File: config.mk
export PLATFORM = sky130hd
export DESIGN_NAME = sync_debounce_edge
export DESIGN_NICKNAME = d
export VERILOG_FILES = /design/src/rtl/sync_debounce_edge.sv
export SDC_FILE = /design/constraint.sdc
export NUM_CORES = 1
export LEC_CHECK = 0
export BUFFER_PORTS_ARGS = -buffer_cell sky130_fd_sc_hd__buf_2
export CORE_MARGIN = 2
export CORE_UTILIZATION = 55
export CTS_BUF_LIST = sky130_fd_sc_hd__clkbuf_16
export DETAILED_ROUTE_END_ITERATION = 10
export PLACE_DENSITY = 0.76
export SLEW_MARGIN = 20
export SYNTH_ARGS = -nofsm -noshare
export SYNTH_HDL_FRONTEND = slang
export SYNTH_SLANG_ARGS = --single-unit
File: constraint.sdc
create_clock -name clk -period 3 [get_ports clk]
set_clock_uncertainty 0.15 [all_clocks]
set_input_delay 0.75 -clock clk [delete_from_list [all_inputs] [get_ports clk]]
set_output_delay 0.75 -clock clk [all_outputs]
set_load 0.05 [all_outputs]
File: src/rtl/sync_debounce_edge.sv
// Debounces an already-synchronized level and emits one-cycle rise/fall pulses
// on accepted transitions, plus a wrapping count of accepted rising edges.
module sync_debounce_edge #(
  parameter int DEBOUNCE_CYCLES = 4,
  parameter int CNT_W           = 8
) (
  input  logic             clk,
  input  logic             rst,
  input  logic             sync_sig_i,
  input  logic             clear_i,
  output logic             level_o,
  output logic             rise_pulse_o,
  output logic             fall_pulse_o,
  output logic [CNT_W-1:0] edge_count_o
);

  localparam int            CW   = $clog2(DEBOUNCE_CYCLES) + 1;
  localparam logic [CW-1:0] LAST = CW'(DEBOUNCE_CYCLES - 1);

  typedef enum logic [1:0] {S_LOW, S_RISE, S_HIGH, S_FALL} state_t;

  state_t           state_q, state_d;
  logic [CW-1:0]    cnt_q, cnt_d;
  logic             level_q, level_d;
  logic             rise_q, rise_d;
  logic             fall_q, fall_d;
  logic [CNT_W-1:0] count_q, count_d;

  always_ff @(posedge clk or posedge rst) begin
    if (rst) begin
      state_q <= S_LOW;
      cnt_q   <= '0;
      level_q <= 1'b0;
      rise_q  <= 1'b0;
      fall_q  <= 1'b0;
      count_q <= '0;
    end else begin
      state_q <= state_d;
      cnt_q   <= cnt_d;
      level_q <= level_d;
      rise_q  <= rise_d;
      fall_q  <= fall_d;
      count_q <= count_d;
    end
  end

  // cnt_q holds how many consecutive new-level samples have been seen so far.
  always_comb begin
    state_d = state_q;
    cnt_d   = cnt_q;
    level_d = level_q;
    rise_d  = 1'b0;
    fall_d  = 1'b0;
    unique case (state_q)
      S_LOW: begin
        if (sync_sig_i) begin
          state_d = S_RISE;
          cnt_d   = CW'(1);
        end
      end
      S_RISE: begin
        if (!sync_sig_i) begin
          state_d = S_LOW;
          cnt_d   = '0;
        end else if (cnt_q == LAST) begin
          state_d = S_HIGH;
          cnt_d   = '0;
          level_d = 1'b1;
          rise_d  = 1'b1;
        end else begin
          cnt_d = cnt_q + CW'(1);
        end
      end
      S_HIGH: begin
        if (!sync_sig_i) begin
          state_d = S_FALL;
          cnt_d   = CW'(1);
        end
      end
      S_FALL: begin
        if (sync_sig_i) begin
          state_d = S_HIGH;
          cnt_d   = '0;
        end else if (cnt_q == LAST) begin
          state_d = S_LOW;
          cnt_d   = '0;
          level_d = 1'b0;
          fall_d  = 1'b1;
        end else begin
          cnt_d = cnt_q + CW'(1);
        end
      end
      default: begin
        state_d = S_LOW;
        cnt_d   = '0;
      end
    endcase
  end

  // Clear takes effect before an increment accepted on the same edge.
  always_comb begin
    count_d = clear_i ? '0 : count_q;
    if (rise_d) begin
      count_d = count_d + CNT_W'(1);
    end
  end

  assign level_o      = level_q;
  assign rise_pulse_o = rise_q;
  assign fall_pulse_o = fall_q;
  assign edge_count_o = count_q;

endmodule

## Word level (Yosys, flattened, before mapping)

Cells that the tools add are included.

| storage, ports and cells | value |
|---|---|
| bits in registers | 16 |
| input port bits | 4 |

| cells by class | value |
|---|---|
| $add $sub $neg | 2 |
| equal/unequal tests | 12 |
| muxes and demuxes | 25 |
| reductions and logical operators | 5 |

Operators with widths:

| cell | number |
|---|---|
| 8-bit two-way mux | 2 |
| 3-bit two-way mux | 5 |
| 2-bit two-way mux | 6 |
| 2-bit != test (second input constant) | 6 |
| 3-bit one-hot mux with 4 select lines | 1 |
| 1-bit two-way mux | 9 |
| 8-bit by 1-bit adder with 8-bit output (second input constant) | 1 |
| 2-bit one-hot mux with 4 select lines | 1 |
| 3-bit != test (second input constant) | 2 |
| 5-bit AND reduction | 1 |
| 2-bit equality test (second input constant) | 2 |
| 4-bit AND reduction | 1 |
| 3-bit by 1-bit adder with 3-bit output (second input constant) | 1 |
| 3-bit by 2-bit equality test with 1-bit output (second input constant) | 1 |
| 2-bit by 1-bit equality test with 1-bit output (second input constant) | 1 |
| 2-bit logical NOT | 1 |
| 1-bit one-hot mux with 2 select lines | 1 |
| 2-bit AND reduction | 1 |
| 2-bit nonzero test | 1 |

## Longest topological paths before layout

| logic depth | value |
|---|---|
| depth in word-level cells | 5 |
| depth in mapped cells | 6 |
| depth with buffers taken out | 5 |

## Worst setup path before layout

Ideal clock, no wire load.

| timing path | value |
|---|---|
| kind | input -> register |
| start point | input port clear_i |
| end point | register count_q[6], in the netlist edge_count_o[6] |
| library setup time | 0.128 ns |
| data arrival time | 1.918 ns |
| slack | 0.805 ns |
| stages on the path | 6 |
| cell sequence | clkbuf_1 > nor2b_1 > ha_1 > inv_1 > nor4_2 > mux2_1 |

| on the way | value |
|---|---|
| cells in the longest elaborated chain, start to end | 3 |

RTL lines:

| what | line | text |
|---|---|---|
| from (decl) | 10 | `input logic clear_i,` |
| 8-bit two-way mux * | 102 | `count_d = clear_i ? '0 : count_q;` |
| 8-bit by 1-bit adder with 8-bit output | 104 | `count_d = count_d + CNT_W'(1);` |
| 8-bit two-way mux * | 103 | `if (rise_d) begin` |
| named net count_d[6] | 27 | `logic [CNT_W-1:0] count_q, count_d;` |
| to (signal assigned) | 43 | `count_q <= count_d;` |
| to (decl) | 27 |  |

The timed path passes the listed nets; every way through them passes the cells marked *.
A chain may end at the register's enable or synchronous reset.

## Final worst setup path

Same ends and word-level chain as after synthesis.

==> Flow_metrics.wiki <==
{| class="wikitable"
! Metric !! Value
|-
| H-tree level count || 1
|-
| Clk Tree Root Cell || sky130_fd_sc_hd__clkbuf_16
|-
| Distinct cells, synth || 30
|-
| Hpwl dp || approximately 990 microns
|-
| Overall power after layout || roughly 660 uW
|-
| # port buffers || 14
|-
| Average size of a mapped cell || roughly 11 sq um
|-
| Met2 Routed Length || between 700 and 800 microns
|-
| Wire length after detailed routing || between 1500 and 2000 microns
|-
| Total overflow reported by the global router || 0
|-
| Starting DRT DRC Count || 14
|-
| Number of top-level design ports || 15
|-
| Relative max-transition margin || 0.596
|-
| Fmax || around 480 MHz
|-
| Clock insertion delay at the later pin of the skew report || ~250 ps
|-
| Hold-fix buffers at CTS || 0
|-
| Clk pwr share || 0.393
|-
| Layout Nets || 97
|-
| Final critical path time including I/O delays and setup || between 2000 and 2500 ps
|-
| Endpoint of the worst register-to-register path || edge_count_o[5]
|-
| Postcts setup bufs || 0
|-
| Class of the tightest hold or removal check || reg2reg
|-
| Total global routing track utilization || 0.187
|-
| Power share of the combinational group || 0.181
|-
| RSZ-0062 raised after global routing || false
|-
| Height of the chip || roughly 42 microns
|-
| Number of buffers created by CTS || 3
|-
| Met1 Wirelength || between 600 and 700 microns
|-
| Yosys warns || 0
|-
| DRC || 0
|-
| CTS tree || yes
|-
| Via count of the first global-routing pass || between 500 and 600
|-
| Mean routed wirelength per cell || 14.4 microns
|-
| Initial standard-cell utilization of the core || 0.607
|-
| Seq pwr share || 0.427
|-
| Power density over the cells || between 600 and 700 nW/um^2
|-
| Register-to-register setup slack || between 1000 and 1500 ps
|-
| Buffer depth of the longest clock path || 2
|-
| Setup TNS || 0 ps
|-
| Initial antenna violation count || 0
|-
| Post-synthesis instance total || 74
|-
| Largest net degree at the start of global routing || 17
|-
| Switching power share of the total || 0.281
|-
| Syn-to-layout area delta || 19.3%
|-
| TritonCTS Sinks || 16
|-
| Post-detailed-route via-to-cell ratio || approximately 5.7
|-
| Data arrival at the endpoint of the critical path || between 2000 and 2500 ps
|-
| Final Hold Viols || 0
|-
| Max-slew violations || 0
|-
| Outcome || complete, no violations
|-
| Share of the yosys chip area belonging to registers || 0.495
|-
| Count of antenna-violating nets left after detailed routing || 0
|-
| Total die area || ~1800 sq um
|-
| Net Sw Power || around 180 uW
|-
| Cell-internal power || 471 uW
|-
| Most common library cell in the layout ignoring fill and taps || sky130_fd_sc_hd__dfrtp_1
|-
| Reg2reg path depth || 4
|-
| First element of the critical path || clear_i
|-
| Vias post-DR || approximately 600
|-
| Reg2Reg Launch Point || cnt_q[0]
|-
| Leakage power || between 0.4 and 0.5 nW
|-
| Final RePlAce weighted congestion || approximately 0.76
|-
| Largest driver fanout on the critical path || 12
|-
| Detailed-routed wire length on met3 || 69 microns
|-
| Most frequent cells in the layout || sky130_fd_sc_hd__dfrtp_1 (16), sky130_fd_sc_hd__buf_2 (14), sky130_fd_sc_hd__nor2_1 (6), sky130_fd_sc_hd__nor2b_1 (6), sky130_fd_sc_hd__inv_1 (5)
|-
| Critical setup path kind || in2reg
|-
| CP endpoint || edge_count_o[6]
|-
| Kind of launch point of the worst setup path || primary input
|-
| Mapped Nets || 80
|-
| Clock transition time at the flip-flop clock pins of the worst setup and hold paths || 50 ps
|-
| Diode count || 0
|-
| Worst vdd ir || roughly 0.47 mV
|-
| Share of cells above drive strength 1 || 0.300
|-
| Mapped cell area || 810 sq um
|-
| Worst slew pin tran || just over 600 ps
|-
| Chip Width || between 40 and 50 microns
|-
| Top Layer Used || met4
|-
| First drt pass iteration count || 4
|-
| Final setup fails || 0
|-
| Register bit count reported by yosys || 16
|-
| Number of maximum-capacitance violations || 0
|-
| Global-route wire length before repair || roughly 2500 microns
|-
| Core box area || 1330 sq um
|-
| Part of the cycle the worst path needs || 0.691
|-
| Worst path required time || 2970 ps
|-
| Number of core rows || 13
|-
| Resized Gates After CTS || 0
|-
| Nature of the critical path endpoint || flop
|}
-- worst min-delay path by stage --
stage	start	to	cells after the start	slack (ps)
after global routing	cnt_q[0]	cnt_q[0]	1	360
after global placement	cnt_q[0]	cnt_q[0]	1	320
after floorplan	cnt_q[0]	cnt_q[0]	1	300
after CTS	cnt_q[0]	cnt_q[0]	1	330
after detailed placement	cnt_q[0]	cnt_q[0]	1	330
final	cnt_q[0]	cnt_q[0]	1	330
-- power groups by stage --
stage                     Combinational, mW  Clock (mW)  Sequential, mW
after global routing                  0.134       0.266           0.286
after CTS                             0.120       0.261           0.279
after detailed placement              0.119           0           0.282
final                                 0.118       0.258           0.280
after global placement                0.115           0           0.282
after floorplan                      0.0841           0           0.291
-- metrics by stage --
step | setup slack, ps | util | area [sq um] | hold WS, ps | std cells
floorplan | 805 | - | 810 | 300 | 74
global placement | 779 | 0.665 | 887 | 320 | 101
detailed placement | 701 | 0.665 | 887 | 325 | 101
CTS | 944 | 0.724 | 966 | 332 | 105
global route | 855 | 0.724 | 966 | 357 | 105
finish | 928 | 0.724 | 966 | 330 | 105
-- layer usage --
layer | track usage | vias to the layer above
li1 | - | 291
met1 | 0.229 | 283
met2 | 0.292 | 22
met3 | 0.0431 | 6
met4 | 0.125 | 0
met5 | 0 | -
-- synthesized netlist by cell type (all sizes together) --
cell type,count,area share
xnor2,1,0.011
o21a,1,0.0093
nor4,5,0.054
or4,1,0.0093
a21oi,2,0.012
nand3b,2,0.039
nor2,6,0.028
o21ai,4,0.025
and3,1,0.0077
mux2,5,0.070
nor3b,1,0.0093
nand2b,2,0.015
o21ba,1,0.012
nand3,1,0.0062
and2,1,0.0077
inv,5,0.023
buf,1,0.0093
o31ai,1,0.0093
nor3,1,0.012
ha,2,0.031
xor2,2,0.022
nor2b,6,0.046
nand2,3,0.014
clkbuf,1,0.0046
nand4,1,0.0077
dfrtp,16,0.49
o2111ai,1,0.011
-- sequential cells by signal, summed over array words and instances (netlist names), named ones only --
name and cells:
level_o 1, fall_pulse_o 1, cnt_q 3, state_q 1, rise_pulse_o 1, edge_count_o 8
-- final cells by class --
type / count / area [sq um]
tap: 15 / 18.8
clock inverter: 1 / 3.75
sequential: 16 / 400
clock buffer: 3 / 75.1
timing repair buffer: 14 / 70.1
multi-input combinational: 51 / 379
inverter: 5 / 18.8
fill: 97 / 368
-- critical path: stages --
cell and delay [ps]:
sky130_fd_sc_hd__buf_2 170, sky130_fd_sc_hd__nor2b_1 210, sky130_fd_sc_hd__ha_1 180, sky130_fd_sc_hd__inv_1 80, sky130_fd_sc_hd__nor4_2 320, sky130_fd_sc_hd__mux2_1 350
-- cell families after synthesis --
family | Yosys count | share of synthesized area
AND/OR/NAND/NOR | 31 | 0.257
flip-flops | 16 | 0.495
AO/OA/AOI/OAI | 10 | 0.0788
buffers and inverters | 7 | 0.0371
multiplexers | 5 | 0.0695
XOR/XNOR | 3 | 0.0325
adder cells (fa/ha/maj) | 2 | 0.0309
No activity file was read; power rests on OpenSTA's default activity.
